$ cat src/rtl/ma_splitter.sv
// Source end of the ma lane interface: streams a loaded WIDTH-bit count as up to four lane pulses per cycle.
// Optional MA_SPLITTER_ABORT_EN adds an abort input that cancels a burst in progress without a done pulse.
module ma_splitter #(
    parameter int WIDTH = 5
) (
    input  logic             clk,
    input  logic             rst,
`ifdef MA_SPLITTER_ABORT_EN
    input  logic             abort,
`endif
    input  logic             load,
    input  logic [WIDTH-1:0] value,
    output logic             ready,
    output logic             a,
    output logic             b,
    output logic             c,
    output logic             d,
    output logic             valid,
    output logic             done,
    output logic [WIDTH-1:0] remaining
);

    typedef enum logic [1:0] {IDLE, EMIT, DONE} state_e;

    state_e           state_q, state_d;
    logic [3:0]       lanes_q, lanes_d;   // bit 0 drives a, bit 3 drives d
    logic             valid_q, valid_d;
    logic             done_q, done_d;
    logic [WIDTH-1:0] remaining_q, remaining_d;
    logic             abort_w;

`ifdef MA_SPLITTER_ABORT_EN
    assign abort_w = abort;
`else
    assign abort_w = 1'b0;
`endif

    function automatic logic [3:0] chunk(input logic [WIDTH-1:0] r);
        if (r >= WIDTH'(4)) return 4'b1111;
        case (r[1:0])
            2'd3:    return 4'b0111;
            2'd2:    return 4'b0011;
            2'd1:    return 4'b0001;
            default: return 4'b0000;
        endcase
    endfunction

    // Never exceeds r, so remaining cannot underflow.
    function automatic logic [WIDTH-1:0] take(input logic [WIDTH-1:0] r);
        return (r >= WIDTH'(4)) ? WIDTH'(4) : r;
    endfunction

    always_comb begin
        // NOTE: every signal gets a default first so no path leaves one unassigned (no latches).
        state_d     = state_q;
        lanes_d     = lanes_q;
        valid_d     = valid_q;
        done_d      = 1'b0;
        remaining_d = remaining_q;

        case (state_q)
            IDLE: begin
                lanes_d     = 4'b0000;
                valid_d     = 1'b0;
                remaining_d = '0;
                if (load) begin
                    if (value != '0) begin
                        lanes_d     = chunk(value);
                        valid_d     = 1'b1;
                        remaining_d = value - take(value);
                        state_d     = EMIT;
                    end else begin
                        done_d  = 1'b1;
                        state_d = DONE;
                    end
                end
            end
            EMIT: begin
                if (abort_w) begin
                    lanes_d     = 4'b0000;
                    valid_d     = 1'b0;
                    remaining_d = '0;
                    state_d     = IDLE;
                end else if (remaining_q != '0) begin
                    lanes_d     = chunk(remaining_q);
                    remaining_d = remaining_q - take(remaining_q);
                end else begin
                    lanes_d = 4'b0000;
                    valid_d = 1'b0;
                    done_d  = 1'b1;
                    state_d = DONE;
                end
            end
            DONE: begin
                state_d = IDLE;
            end
            default: begin
                lanes_d     = 4'b0000;
                valid_d     = 1'b0;
                remaining_d = '0;
                state_d     = IDLE;
            end
        endcase
    end

    // NOTE: state registers use non-blocking assignments so every flop samples pre-edge values.
    always_ff @(posedge clk or posedge rst) begin
        if (rst) begin
            state_q     <= IDLE;
            lanes_q     <= 4'b0000;
            valid_q     <= 1'b0;
            done_q      <= 1'b0;
            remaining_q <= '0;
        end else begin
            state_q     <= state_d;
            lanes_q     <= lanes_d;
            valid_q     <= valid_d;
            done_q      <= done_d;
            remaining_q <= remaining_d;
        end
    end

    assign ready     = (state_q == IDLE);
    assign a         = lanes_q[0];
    assign b         = lanes_q[1];
    assign c         = lanes_q[2];
    assign d         = lanes_q[3];
    assign valid     = valid_q;
    assign done      = done_q;
    assign remaining = remaining_q;

endmodule

$ cat config.mk
export PLATFORM = sky130hd
export DESIGN_NAME = ma_splitter
export DESIGN_NICKNAME = d
export VERILOG_FILES = /design/src/rtl/ma_splitter.sv
export SDC_FILE = /design/constraint.sdc
export NUM_CORES = 1
export LEC_CHECK = 0
export CAP_MARGIN = 20
export CORE_MARGIN = 2
export CORE_UTILIZATION = 42
export CTS_CLUSTER_SIZE = 30
export DETAILED_ROUTE_END_ITERATION = 8
export GPL_ROUTABILITY_DRIVEN = 0
export PLACE_DENSITY_LB_ADDON = 0.3
export REMOVE_ABC_BUFFERS = 1
export SLEW_MARGIN = 20
export SYNTH_ARGS = -nofsm -noshare
export SYNTH_HDL_FRONTEND = slang
export SYNTH_SLANG_ARGS = --single-unit
$ cat constraint.sdc
create_clock -name clk -period 1.7 [get_ports clk]
set_clock_uncertainty 0.15 [all_clocks]
set_input_delay 0.255 -clock clk [delete_from_list [all_inputs] [get_ports clk]]
set_output_delay 0.255 -clock clk [all_outputs]
set_load 0.02 [all_outputs]
# Word-level counts from Yosys, hierarchy flattened
# Cells that the tools add are included.
totals:
  wordCells: 62
  inputBits: 8
  ff_bits: 13
classes:
  n_eq_ne: 11
  muxes: 35
  magnitude_cmp: 2
  bitwise_logic: 1
  n_addsub: 2
  reduce_logical: 6
op_table:
  columns: ["cell", "count"]
  rows:
  - ["$mux W4", 7]
  - ["$mux W5", 5]
  - ["$pmux W3 S3", 2]
  - ["$pmux W5 S3", 1]
  - ["$mux W1", 13]
  - ["$pmux W4 S3", 1]
  - ["$eq A2 B2 Y1 const B", 5]
  - ["$ge A5 B3 Y1 const B", 2]
  - ["$reduce_bool A5 Y1", 2]
  - ["$sub A5 B5 Y5", 2]
  - ["$eq A2 B1 Y1 const B", 3]
  - ["$mux W2", 3]
  - ["$ne A2 B2 Y1 const B", 3]
  - ["$reduce_and A2 Y1", 3]
  - ["$pmux W2 S2", 1]
  - ["$pmux W1 S3", 1]
  - ["$logic_not A2 Y1", 1]
  - ["$pmux W1 S2", 1]
  - ["$not A1 Y1", 1]

# Longest topological paths before layout
# Gate-level depths: netlist of run 1.
logic_depth:
  word_depth: 9
  ltp_mapped: 8

# Least setup slack after synthesis of run 1
# Ideal clock, no wire load.
synth_timing:
  kind: "register to register"
  startpoint: "reg remaining_q[3] (netlist: remaining[3])"
  endpoint: "reg remaining_q[1] (netlist: remaining[1])"
  t_arrival_ns: 1.536
  n_path_buf: 1
  stages_incl_launch_ff: 7
  path_slack_ns: -0.112
  cell_sequence: "dfrtp_1 or3_1 buf_2 nand2_1 ha_1 a22oi_1 o21ai_1"
synth_via:
  elab_chain_len: 5
  word_cells_on_any_way: 8
  classes_between: "1 x add/sub; 1 x order compare; 1 x eq/ne; 3 x mux; 2 x reduce/logical"
synth_lines:
  columns: ["element", "line", "text"]
  rows:
  - ["from (decl)", "29", "logic [WIDTH-1:0] remaining_q, remaining_d;"]
  - ["from (signal assigned)", "119", "remaining_q <= remaining_d;"]
  - ["$ge A5 B3 Y1", "50", "return (r >= WIDTH'(4)) ? WIDTH'(4) : r;"]
  - ["$mux W5", "50", null]
  - ["$sub A5 B5 Y5", "86", "remaining_d = remaining_q - take(remaining_q);"]
  - ["$mux W5", "84", "end else if (remaining_q != '0) begin"]
  - ["$pmux W5 S3", "61", "case (state_q)"]
# Parallel ways exist; a longest one is shown, timed or not. The select of a mux whose other input is x is not followed.
# A chain may end at the register's enable or synchronous reset.

# Worst setup path in the final report of run 1
layout_timing:
  startpoint: "in value[2]"
  endpoint: "reg remaining_q[4] (netlist: remaining[4])"
layout_via:
  elab_chain_len: 6
  word_cells_on_any_way: 7
  classes_between: "1 x add/sub; 1 x order compare; 4 x mux; 1 x reduce/logical"
layout_lines:
  columns: ["element", "line", "text"]
  rows:
  - ["from (decl)", "12", "input logic [WIDTH-1:0] value,"]
  - ["$ge A5 B3 Y1", "50", null]
  - ["$mux W5", "50", null]
  - ["$sub A5 B5 Y5", "70", "remaining_d = value - take(value);"]
  - ["$mux W5 *", "67", "if (value != '0) begin"]
  - ["$mux W5 *", "66", "if (load) begin"]
  - ["$pmux W5 S3 *", "61", null]
# Every way passes the cells marked *; elsewhere a longest branch is shown, timed or not.

==> metrics.yaml, run 1 <==
cts:
  cts_made_buffers: 3
  cts_sinks: 13
  htree_levels: 1
  cts_hold_buffers: 0
  cts.root.buffer_cell: "sky130_fd_sc_hd__clkbuf_4"
  max-clock-path-buffers: 2
  tritoncts_clock_tree: "yes"
  clk_pin_slew_ns: 0.09
  clk_latency_ns: 0.29
global_route:
  grt_pass1_vias: 721
  grt-ovfl-total: 0
  globalRouteTotalUtil_pct: 19.98
  antenna_found_initial: 0
  grt_pass1_wl_mm: 3.029
  grt_max_degree: 14
sta:
  timing.slew.headroom_pct: 53.75
  timing.fmax_mhz: 595.0
  unrepaired_setup_endpoints_after_global_routing: "yes"
  worstMarginPinSlew_ns: 0.6924
  period_share_pct: 98.86
  timing_max_transition_violations_final: 0
  setup_viol: 0
  hold_viol: 0
  totalNegativeSetupSlack_ns: 0
  whs_ns: 0.1482
  post-route-min-period_ns: 1.681
synthesis:
  post_synth_num_cell_types: 32
  synthesized_cell_area_um2: 792.0
  synthesis.yosys.warnings: 0
  asyncSetResetFlopFracSynth_pct: 100.0
  synthesis.area_per_instance_um2: 9.104
  synth_common_cells: "13 x sky130_fd_sc_hd__dfrtp_1, 13 x sky130_fd_sc_hd__nand2_1, 6 x sky130_fd_sc_hd__a21oi_1, 6 x sky130_fd_sc_hd__nor2_1, 6 x sky130_fd_sc_hd__o21ai_0"
  synth_top_area_share_pct: 41.07
  synth_ff_type: "sky130_fd_sc_hd__dfrtp_1"
  synth_seq_area_share_pct: 41.07
  ys_ff_latch: 13
  synth_top_cell_by_area: "sky130_fd_sc_hd__dfrtp_1"
  postSynthCellCount: 87
  dominant_cells_by_area_after_synthesis: "sky130_fd_sc_hd__dfrtp_1 41%, sky130_fd_sc_hd__ha_1 6.3%, sky130_fd_sc_hd__nand2_1 6.2%, sky130_fd_sc_hd__a21oi_1 3.8%, sky130_fd_sc_hd__o21ai_0 3.8%"
  synth_enable_flop_cells: 0
finish:
  multi_input_comb_area_um2: 464.2
  antenna_cells: 0
  area_growth_pct: 46.45
  post_route_cells_drive_above_1_share_pct: 21.60
  regArea_um2: 325.3
  layout.core_utilization_pct: 66.45
  nets_final: 138
  finalNonFillerCells: 150
  n_fill_cell: 150
worst_setup_path:
  criticalPathCategory: "in -> reg"
  ff2ff_path_depth: 4
  crit_fanout: 4
  endpoint_arrival_time_on_the_critical_path_ns: 1.71
  setup.worst_path.start_class: "input pin"
  type_of_destination_of_the_critical_path: "flip-flop"
  worst-endpoint-required_ns: 1.73
run_status:
  run_status: "completed"
route:
  drt-vias-per-instance: 5.273
  iteration_0_drc_count_of_the_detailed_router: 13
  wl_per_cell_um: 13.35
  via_count: 791
  detail_route.wirelength_mm: 2.003
  detail_route.first_pass.iterations: 4
  remaining_drc_errors: 0
  ant_nets: 0
placed_design:
  dp_hpwl_mm: 1.477
  place_inst: 146
  port_buffers: 19
min_path:
  worst_hold_path_type: "in -> async"
pwr:
  power.density_nw_per_um2: 1654
  leakage_nw: 0.5528
  overall_power_after_layout_w: 0.001918
  irDropWorstVdd_v: 0.0009052
floorplan:
  ioPinCount: 20
  std_cell_rows: 15
  die_area_um2: 2249
  core_area_um2: 1745
  start_util_pct: 45.38
  die_height_um: 47.43
  die_width_um: 47.43
flow_run:
  max_cap_viol_count: 0
-- power by group --
group          internal, W  total [W]  switching (W)  leakage (nW)
combinational     0.000570    0.00118       0.000606         0.369
sequential        0.000439   0.000538      0.0000990         0.166
clock            0.0000875   0.000204       0.000117        0.0177
-- flip-flops by register name, indices dropped and copies added, names as in the netlist --
register	flops
done	1
remaining	5
state_q	2
lanes_q	4
valid	1
-- routing by layer --
| metal | vias to the layer above | wire length [µm] | part of all wire, % | global-route usage [%] |
|---|---|---|---|---|
| met4 | 0 | 23 | 1.1 | 10.00 |
| met3 | 4 | 69 | 3.4 | 2.264 |
| li1 | 385 | - | - | - |
| met1 | 377 | 886 | 44 | 26.13 |
| met5 | - | 0 | 0 | 0 |
| met2 | 25 | 1023 | 51 | 32.70 |
-- placed cells by master (no fill, tap or decap), types with 2 or more instances in the layout --
master	n
sky130_fd_sc_hd__a21oi_1	6
sky130_fd_sc_hd__nand3_1	2
sky130_fd_sc_hd__clkdlybuf4s50_1	13
sky130_fd_sc_hd__dlygate4sd2_1	5
sky130_fd_sc_hd__nor3b_1	2
sky130_fd_sc_hd__buf_4	16
sky130_fd_sc_hd__inv_1	2
sky130_fd_sc_hd__clkbuf_4	3
sky130_fd_sc_hd__o21ai_0	6
sky130_fd_sc_hd__nand2b_1	2
sky130_fd_sc_hd__or3_4	2
sky130_fd_sc_hd__conb_1	4
sky130_fd_sc_hd__a22o_1	2
sky130_fd_sc_hd__nor2b_1	4
sky130_fd_sc_hd__o21ai_1	3
sky130_fd_sc_hd__nor2_1	6
sky130_fd_sc_hd__dfrtp_1	13
sky130_fd_sc_hd__nand2_1	12
sky130_fd_sc_hd__ha_1	4
-- critical path, cell delays in order --
cell and delay [ns]:
sky130_fd_sc_hd__clkdlybuf4s50_1 0.42, sky130_fd_sc_hd__or3_4 0.43, sky130_fd_sc_hd__o31ai_4 0.25, sky130_fd_sc_hd__a21oi_1 0.09, sky130_fd_sc_hd__a211o_1 0.27
-- final cells by class --
cell class                 instances  share of cell area [%]
multi-input combinational         71                   40.02
sequential                        13                   28.05
timing repair buffer              35                   26.21
tap                               25                   2.697
clock buffer                       3                   1.942
inverter                           2                  0.6473
clock inverter                     1                  0.4315
-- kinds of logic after synthesis --
family | share of synthesized area (%)
AND/OR/NAND/NOR | 22.75
AO/OA/AOI/OAI | 24.17
flip-flops | 41.07
buffers and inverters | 3.475
adder cells (fa/ha/maj) | 6.319
other | 0.9482
multiplexers | 1.264
-- through the flow --
stage	cell area (µm²)	setup slack (ns)
after floorplan	779.5	-0.08891
after global placement	1121	-0.2438
after detailed placement	1121	-0.2995
after CTS	1146	0.003647
after global routing	1160	-0.01051
final	1160	0.01930
-- path summary, 6_finish.rpt --
kind	end	slack (ns)	startpoint
worst max-delay path	remaining[4]	0.02	value[2]
worst max register to register	remaining[2]	0.05	remaining[3]
worst min register to register	lanes_q[0]	0.33	lanes_q[0]
worst min-delay path	remaining[2]	0.15	rst
max in group asynchronous	lanes_q[0]	0.90	rst
min in group clk	lanes_q[0]	0.33	lanes_q[0]
-- what timing repair did --
item | CTS | global route
setup buffers | 0 | 0
setup endpoints to repair | 10 | 6
gates resized for setup | 7 | 4
Note: power is estimated with default switching activity, not from simulation.
==> inputs of run 2 (changes only) <==
- SLEW_MARGIN: 20 -> 5
==> results of run 2 <==
No change in the layout: final DEF, timing and power equal those of run 1.
==> inputs of run 3 (changes only) <==
- CTS_CLUSTER_SIZE: 30 -> 10
==> results of run 3 <==
No change in the layout: final DEF, timing and power equal those of run 1.
